<file path="config.mk">
export PLATFORM = sky130hd
export DESIGN_NAME = map_sst_ctrl_flat
export DESIGN_NICKNAME = d
export VERILOG_FILES = /design/src/rtl/map_sst_ctrl_if.sv /design/src/rtl/map_sst_ctrl.sv /design/src/flat_wrapper.sv
export SDC_FILE = /design/constraint.sdc
export NUM_CORES = 1
export LEC_CHECK = 0
export BUFFER_PORTS_ARGS = -buffer_cell sky130_fd_sc_hd__buf_2
export CAP_MARGIN = 20
export CORE_ASPECT_RATIO = 1.75
export CORE_UTILIZATION = 49
export DETAILED_ROUTE_END_ITERATION = 8
export PLACE_DENSITY = 0.91
export RECOVER_POWER = 25
export SETUP_SLACK_MARGIN = 0.02
export SLEW_MARGIN = 20
export SYNTH_ARGS = -nofsm -noshare
export SYNTH_HDL_FRONTEND = slang
export SYNTH_SLANG_ARGS = --single-unit
</file>
<file path="constraint.sdc">
create_clock -name clk -period 2.2 [get_ports clk]
set_input_delay 0.44 -clock clk [delete_from_list [all_inputs] [get_ports clk]]
set_output_delay 0.44 -clock clk [all_outputs]
set_load 0.005 [all_outputs]
</file>
<file path="src/rtl/map_sst_ctrl_if.sv">
// map_sst_ctrl_if: mapper save-state bus plus save/load byte streams
interface map_sst_ctrl_if;
    logic [7:0] sst_addr;
    logic [7:0] sst_dato;
    logic       sst_we;
    logic       sst_act;
    logic [7:0] sst_di;
    logic [7:0] so_data;
    logic       so_valid;
    logic       so_ready;
    logic [7:0] si_data;
    logic       si_valid;
    logic       si_ready;
    modport master (
        output sst_addr, sst_dato, sst_we, sst_act, so_data, so_valid, si_ready,
        input  sst_di, so_ready, si_data, si_valid
    );
    modport slave (
        input  sst_addr, sst_dato, sst_we, sst_act, so_data, so_valid, si_ready,
        output sst_di, so_ready, si_data, si_valid
    );
endinterface

</file>
<file path="src/rtl/map_sst_ctrl.sv">
// map_sst_ctrl: streams mapper save-state registers out (save) or back in (load)
module map_sst_ctrl #(
    parameter int REG_CNT = 127,
    parameter int RD_LAT  = 1
) (
    input  logic           clk,
    input  logic           rst,
    input  logic           start_save,
    input  logic           start_load,
    input  logic [7:0]     exp_map_idx,
    map_sst_ctrl_if.master bus,
    output logic           busy,
    output logic           done,
    output logic           err
);
    typedef enum logic [2:0] {IDLE, S_ADDR, S_WAIT, S_OUT, L_HDR, L_DATA, L_WR, FIN} state_t;
    localparam logic [7:0] HDR_IDX   = 8'(REG_CNT);
    localparam logic [7:0] LAST_IDX  = 8'(REG_CNT - 1);
    localparam logic [1:0] WAIT_LAST = 2'(RD_LAT - 1);
    state_t     state_q, state_d;
    logic [7:0] idx_q, idx_d;
    logic [7:0] dato_q, dato_d;
    logic [7:0] so_data_q, so_data_d;
    logic [1:0] cnt_q, cnt_d;
    logic       err_q, err_d;
    // state and datapath registers; reset abandons any transfer immediately
    always_ff @(posedge clk or posedge rst) begin
        if (rst) begin
            state_q   <= IDLE;
            idx_q     <= '0;
            dato_q    <= '0;
            so_data_q <= '0;
            cnt_q     <= '0;
            err_q     <= 1'b0;
        end else begin
            state_q   <= state_d;
            idx_q     <= idx_d;
            dato_q    <= dato_d;
            so_data_q <= so_data_d;
            cnt_q     <= cnt_d;
            err_q     <= err_d;
        end
    end
    // next-state logic; the header byte is index REG_CNT, then registers 0..REG_CNT-1
    always_comb begin
        state_d   = state_q;
        idx_d     = idx_q;
        dato_d    = dato_q;
        so_data_d = so_data_q;
        cnt_d     = cnt_q;
        err_d     = err_q;
        case (state_q)
            IDLE: begin
                if (start_save) begin
                    state_d = S_ADDR;
                    idx_d   = HDR_IDX;
                    err_d   = 1'b0;
                end else if (start_load) begin
                    state_d = L_HDR;
                    err_d   = 1'b0;
                end
            end
            S_ADDR: begin
                cnt_d   = '0;
                state_d = S_WAIT;
            end
            S_WAIT: begin
                if (cnt_q == WAIT_LAST) begin
                    so_data_d = bus.sst_di;
                    state_d   = S_OUT;
                end else begin
                    cnt_d = cnt_q + 2'd1;
                end
            end
            S_OUT: begin
                if (bus.so_ready) begin
                    state_d = (idx_q == LAST_IDX) ? FIN : S_ADDR;
                    idx_d   = (idx_q == LAST_IDX || idx_q == HDR_IDX) ? 8'd0 : idx_q + 8'd1;
                end
            end
            L_HDR: begin
                if (bus.si_valid) begin
                    state_d = (bus.si_data == exp_map_idx) ? L_DATA : FIN;
                    err_d   = (bus.si_data != exp_map_idx);
                    idx_d   = '0;
                end
            end
            L_DATA: begin
                if (bus.si_valid) begin
                    dato_d  = bus.si_data;
                    state_d = L_WR;
                end
            end
            L_WR: begin
                state_d = (idx_q == LAST_IDX) ? FIN : L_DATA;
                idx_d   = (idx_q == LAST_IDX) ? 8'd0 : idx_q + 8'd1;
            end
            default: state_d = IDLE;
        endcase
    end
    assign bus.sst_addr = idx_q;
    assign bus.sst_dato = dato_q;
    assign bus.sst_we   = (state_q == L_WR);
    assign bus.sst_act  = (state_q != IDLE);
    assign bus.so_data  = so_data_q;
    assign bus.so_valid = (state_q == S_OUT);
    assign bus.si_ready = (state_q == L_HDR) || (state_q == L_DATA);
    assign busy         = (state_q != IDLE);
    assign done         = (state_q == FIN);
    assign err          = err_q;
endmodule

</file>
<file path="src/flat_wrapper.sv">
// flat-port wrapper written by rule: the top's interface ports become plain ports
module map_sst_ctrl_flat 
#(
    parameter int REG_CNT = 127,
    parameter int RD_LAT  = 1
)
  (clk, rst, start_save, start_load, exp_map_idx, busy, done, err, bus_sst_addr, bus_sst_dato, bus_sst_we, bus_sst_act, bus_so_data, bus_so_valid, bus_si_ready, bus_sst_di, bus_so_ready, bus_si_data, bus_si_valid);
  map_sst_ctrl_if bus_i ();
  input  logic clk;
  input  logic rst;
  input  logic start_save;
  input  logic start_load;
  input  logic [7:0] exp_map_idx;
  output logic busy;
  output logic done;
  output logic err;
  output wire logic [$bits(bus_i.sst_addr)-1:0] bus_sst_addr;
  output wire logic [$bits(bus_i.sst_dato)-1:0] bus_sst_dato;
  output wire logic [$bits(bus_i.sst_we)-1:0] bus_sst_we;
  output wire logic [$bits(bus_i.sst_act)-1:0] bus_sst_act;
  output wire logic [$bits(bus_i.so_data)-1:0] bus_so_data;
  output wire logic [$bits(bus_i.so_valid)-1:0] bus_so_valid;
  output wire logic [$bits(bus_i.si_ready)-1:0] bus_si_ready;
  input wire logic [$bits(bus_i.sst_di)-1:0] bus_sst_di;
  input wire logic [$bits(bus_i.so_ready)-1:0] bus_so_ready;
  input wire logic [$bits(bus_i.si_data)-1:0] bus_si_data;
  input wire logic [$bits(bus_i.si_valid)-1:0] bus_si_valid;
  assign bus_sst_addr = bus_i.sst_addr;
  assign bus_sst_dato = bus_i.sst_dato;
  assign bus_sst_we = bus_i.sst_we;
  assign bus_sst_act = bus_i.sst_act;
  assign bus_so_data = bus_i.so_data;
  assign bus_so_valid = bus_i.so_valid;
  assign bus_si_ready = bus_i.si_ready;
  assign bus_i.sst_di = bus_sst_di;
  assign bus_i.so_ready = bus_so_ready;
  assign bus_i.si_data = bus_si_data;
  assign bus_i.si_valid = bus_si_valid;
  map_sst_ctrl #(.REG_CNT(REG_CNT), .RD_LAT(RD_LAT)) u_core (.clk(clk), .rst(rst), .start_save(start_save), .start_load(start_load), .exp_map_idx(exp_map_idx), .bus(bus_i), .busy(busy), .done(done), .err(err));
endmodule
</file>
After elaboration in Yosys (flattened, before gate mapping)
Cells that the tools add are included.
{ "totals": {"out_inout_bits": 31, "reg_bits": 30, "word_cells": 62, "input_bits": 30} }
{ "classes": {"n_addsub": 2, "n_reduce_logical": 14, "n_mux": 22, "n_eq_ne": 18} }
{ "ops": {"columns": ["operator", "count"], "rows": [
  ["8-bit 2-to-1 mux", 5],
  ["8-bit one-hot mux with 4 select lines", 1],
  ["3-bit 2-to-1 mux", 7],
  ["3-bit one-hot mux with 7 select lines", 1],
  ["8-bit by 7-bit == test with 1-bit output (second input constant)", 2],
  ["3-bit == test (second input constant)", 4],
  ["8-bit by 1-bit adder with 8-bit output (second input constant)", 1],
  ["8-bit == test", 1],
  ["2-bit != test (second input constant)", 4],
  ["8-bit != test", 1],
  ["3-bit by 2-bit == test with 1-bit output (second input constant)", 2],
  ["2-bit 2-to-1 mux", 3],
  ["2-bit AND reduction", 3],
  ["5-bit AND reduction", 1],
  ["2-bit by 1-bit != test with 1-bit output (second input constant)", 2],
  ["2-bit one-hot mux with 2 select lines", 1],
  ["4-bit AND reduction", 1],
  ["2-bit nonzero test", 2],
  ["4-bit nonzero test", 1],
  ["3-bit by 1-bit == test with 1-bit output (second input constant)", 1],
  ["3-bit zero test", 1],
  ["1-bit 2-to-1 mux", 3],
  ["3-bit != test (second input constant)", 1],
  ["3-bit AND reduction", 1],
  ["5 further kinds", 6]
]} }

Logic depth before layout (Yosys ltp)
{ "logic_depth": {"depth_word": 5, "mapped_depth": 7, "ltp_nobuf": 7} }

Worst setup path before layout
No wires, ideal clock.
{ "synth_path": {"path_kind": "flip-flop to flip-flop", "startpoint": "reg u_core.idx_q[0] (netlist: u_core.bus.sst_addr[0])", "endpoint": "reg u_core.idx_q[3] (netlist: u_core.bus.sst_addr[3])", "t_arrival_ns": 1.585, "path_slack_ns": 0.489, "setup_time_ns": 0.126, "path_buffers": 0, "required_time_ns": 2.074, "path_stages_with_launch": 7, "synth_period_minus_slack_ns": 1.711, "cell_sequence": "dfrtp_1 -> ha_1 -> nand3_1 -> o21a_1 -> o21ai_2 -> o21ai_0 -> a221o_1"} }
{ "synth_between": {"elab_chain_len": 5, "elab_cells_between_ends": 8, "classes_between": "add/sub (1); eq/ne (2); mux (4); reduce/logical (1)"} }
{ "synth_rtl": {"columns": ["item", "line", "source"], "rows": [
  ["start: declaration", "map_sst_ctrl.sv:21", "logic [7:0] idx_q, idx_d;"],
  ["start signal: assignment", "map_sst_ctrl.sv:37", "idx_q <= idx_d;"],
  ["branches (longest 4 deep; another with 8-bit by 1-bit adder with 8-bit output)", null, null],
  ["8-bit one-hot mux with 4 select lines *", "map_sst_ctrl.sv:52", "case (state_q)"]
]} }
Mark *: on every way between the ends. The select of a mux whose other input is x is not followed.
A chain may end at the register's enable or synchronous reset.

Final worst setup path
Ends and elaborated chain as after synthesis.

==> results by group <==
Pwr
  – Power density cells: about 1300 mW/mm^2
  – Net Switching: ~1.1 mW
  – Power share of the clock group: about 16%
  – Leak pwr: 1.04 nW
  – Gate power share: between 40 and 50%
  – Internal power: about 1.8 mW
  – Peak supply drop: 993 uV
  – Switch share: 37.9%
  – Sequential power share: between 30% and 40%

Critical path
  – Arr. time, crit path: approximately 2.1 ns
  – Max incr delay on CP: about 0.42 ns
  – Crit Path Class: reg -> reg
  – Worst path slowest cell: dfrtp_1
  – Crit-path max FO: 8
  – Required @ worst endpoint: ~2.4 ns
  – Startpoint class of the critical path: flip-flop
  – Crit path capture type: flip-flop
  – Worst r2r path cells: 6
  – Critical R2R Capture: u_core.bus.sst_addr[3]
  – Reg2Reg Setup Slack: between 0.2 and 0.25 ns
  – RR Startpoint: u_core.bus.sst_addr[0]
  – Crit-path cells: ha_1 -> nand3_1 -> o21a_1 -> o21ai_2 -> o21ai_0 -> a221o_1

Drt
  – Vias per cell: approximately 5.4
  – DR WL/cell: 14.0 um
  – DRC Markers: 0
  – Via count: 1462
  – Total routed wirelength: around 3800 um
  – Final ANT Viol Nets: 0
  – 1st-iter DRT viols: 39
  – DRT Pass-1 Iters: 4

Floorplan
  – Std cell rows: 27
  – Die ar.: around 0.0037 mm^2
  – Starting Density: between 50 and 60%
  – Core Footprint: 0.00321 mm^2
  – IO Pins: a little over 60
  – Die Wd: roughly 46 um
  – Die height: between 70 and 80 um

Synthesis
  – Unique masters post-synth: 46
  – EDFF count, synth: 0
  – Syn nets: between 150 and 200
  – Yosys warning total: 0
  – Synth Area per Inst: approximately 11 um^2
  – Async SR Flop Fraction: 100%
  – Synthesized flop and latch total: 30
  – Main flop type after synthesis: dfrtp_1
  – Post-Syn Area: around 0.0017 mm^2
  – Cells after synthesis: about 160
  – Post-synthesis sequential area ratio: about 45%

Timing
  – Clock skew: about 0.0054 ns
  – Max Slew Vio Count: 31
  – Worst slew margin: -4.44%
  – WHS: 0.388 ns
  – Final setup vio count: 0
  – Period utilization: roughly nine tenths
  – Sum of negative setup slack: 0 ns
  – RSZ-0062 raised after global routing: false
  – Shortest period the worst path allows: between 1.5 and 2 ns
  – Peak Freq: just over 0.5 GHz
  – Final Hold Fails: 0
  – Worst Max-Slew Pin Slew: roughly 1.6 ns

Outcome
  – Outcome: finished with violations
  – Violated checks: max-capacitance violations, max-slew violations

Placed design
  – Port bufs: 60
  – Routability congestion estimate: about 0.84
  – Detailed Place HPWL: 2930 um

Clock tree
  – Maximum clock insertion buffer count: 2
  – Clk root buf: clkbuf_8
  – Post_cts resized: 0
  – Cts bufs inserted: 5
  – CTS Hold Bufs: 0
  – CTS tree: yes
  – Post-CTS setup buffers: 0
  – CTS clk-pin slew, worst paths: approximately 0.06 ns
  – H-tree depth: 2
  – Clk_lat worst skew: 0.28 ns
  – Clock Sinks: 30

Layout
  – Fill cells: approximately 250
  – Number of diodes: 0
  – Commonest non-fill, non-tap cell in the layout: buf_2
  – Commonest non-fill, non-tap cells in the layout: 60 x buf_2, 30 x dfrtp_1, 17 x mux2_2
  – Share of layout cells above drive strength 1: a little over two fifths
  – # nets final: between 200 and 300
  – Area growth from synthesis to final layout: 26.4%

Worst hold path
  – Worst Hold Depth: 2
  – Hold WC Path Type: in -> reg
  – Hold Path Origin: bus_sst_di[6]
  – Worst Hold Path EP: u_core.bus.so_data[6]

Run
  – Max-Cap Viols: 1

GRT
  – Gr ovfl total: 0
  – Initial antenna violation count: 0
  – First-pass GRT wire length: approximately 6000 um
  – Pin count of the biggest net entering global routing: 31
  – Vias in the first global route: around 1400
  – Total track usage: between 20% and 30%
[critical path: cells and delay by family, from the launching register on]
| kind | cells | cell delay (ns) |
|---|---|---|
| AOI/OAI and AO/OA | 4 | 1.04 |
| DFF | 1 | 0.42 |
| adders and majority gates | 1 | 0.20 |
| and+or+nand+nor | 1 | 0.18 |
[power groups by stage]
stage | Clock (mW) | Sequential [mW] | Combinational (mW)
after floorplan | 0 | 1.01 | 0.915
after global placement | 0 | 0.998 | 1.36
after detailed placement | 0 | 1.01 | 1.40
after CTS | 0.459 | 1.01 | 1.40
after global routing | 0.482 | 1.04 | 1.53
final | 0.448 | 1.01 | 1.38
[sequential cells by signal, summed over array words and instances (netlist names)]
name	cells
u_core.cnt_q	2
u_core.state_q	3
u_core.bus.so_data	8
u_core.bus.sst_dato	8
u_core.err	1
u_core.bus.sst_addr	8
[metal layers]
layer  GRT usage (%)  up-vias  wire length [um]
met5               0        -                 0
met4            12.4        0                88
met3            4.75        7               171
met2            39.0       55              2120
met1            23.1      691              1400
li1                -      709                 -
[synth_stat cells (all sizes together), types with 3 or more instances]
cell	instances	share of area (%)
o31ai	4	1.8
xor2	8	4.2
a211o	3	1.6
buf	6	2.2
and3	4	1.5
nand3	4	1.2
dfrtp	30	45
nor2b	5	1.9
ha	3	2.2
o21ai	12	3.8
nand2	10	2.2
nor4	3	1.1
mux2	17	11
inv	7	1.6
nor2	10	2.2
o211ai	3	2.4
[worst max-delay path by stage]
stage | start | to | slack (ns)
2_1_floorplan | u_core.bus.sst_addr[0] | u_core.bus.sst_addr[3] | 0.49
3_3_place_gp | start_save | u_core.bus.sst_addr[7] | 0.28
3_5_place_dp | start_save | u_core.bus.sst_addr[7] | 0.24
4_1_cts | u_core.bus.sst_addr[0] | u_core.bus.sst_addr[3] | 0.27
5_1_grt | u_core.bus.sst_addr[0] | u_core.bus.sst_addr[2] | 0.11
6_report | u_core.bus.sst_addr[0] | u_core.bus.sst_addr[3] | 0.25
[stage by stage]
step / total power, mW / worst slack (ns) / utilization [%] / area (um^2) / cells
floorplan: 1.92 / 0.489 / - / 1690 / 159
global placement: 2.35 / 0.283 / 63.7 / 2040 / 261
detailed placement: 2.41 / 0.239 / 63.7 / 2040 / 261
CTS: 2.87 / 0.268 / 66.5 / 2140 / 269
global route: 3.06 / 0.109 / 66.4 / 2130 / 269
finish: 2.84 / 0.250 / 66.4 / 2130 / 269
[cells by family after synthesis]
kind of cell	count (synthesis)	synth area share, %
buffers and inverters	14	4.01
AO/OA/AOI/OAI	38	16.9
adder cells (fa/ha/maj)	3	2.23
multiplexers	19	12.5
XOR/XNOR	8	4.15
AND/OR/NAND/NOR	47	15.7
flip-flops	30	44.5
[cell type report]
type,count,area (um^2),area share [%]
tap,43,53.8,2.52
multi-input combinational,115,868,40.7
timing repair buffer,66,342,16.0
clock inverter,1,5.00,0.235
clock buffer,7,86.3,4.05
sequential,30,751,35.2
inverter,7,26.3,1.23
(Power assumes the default switching activity.)
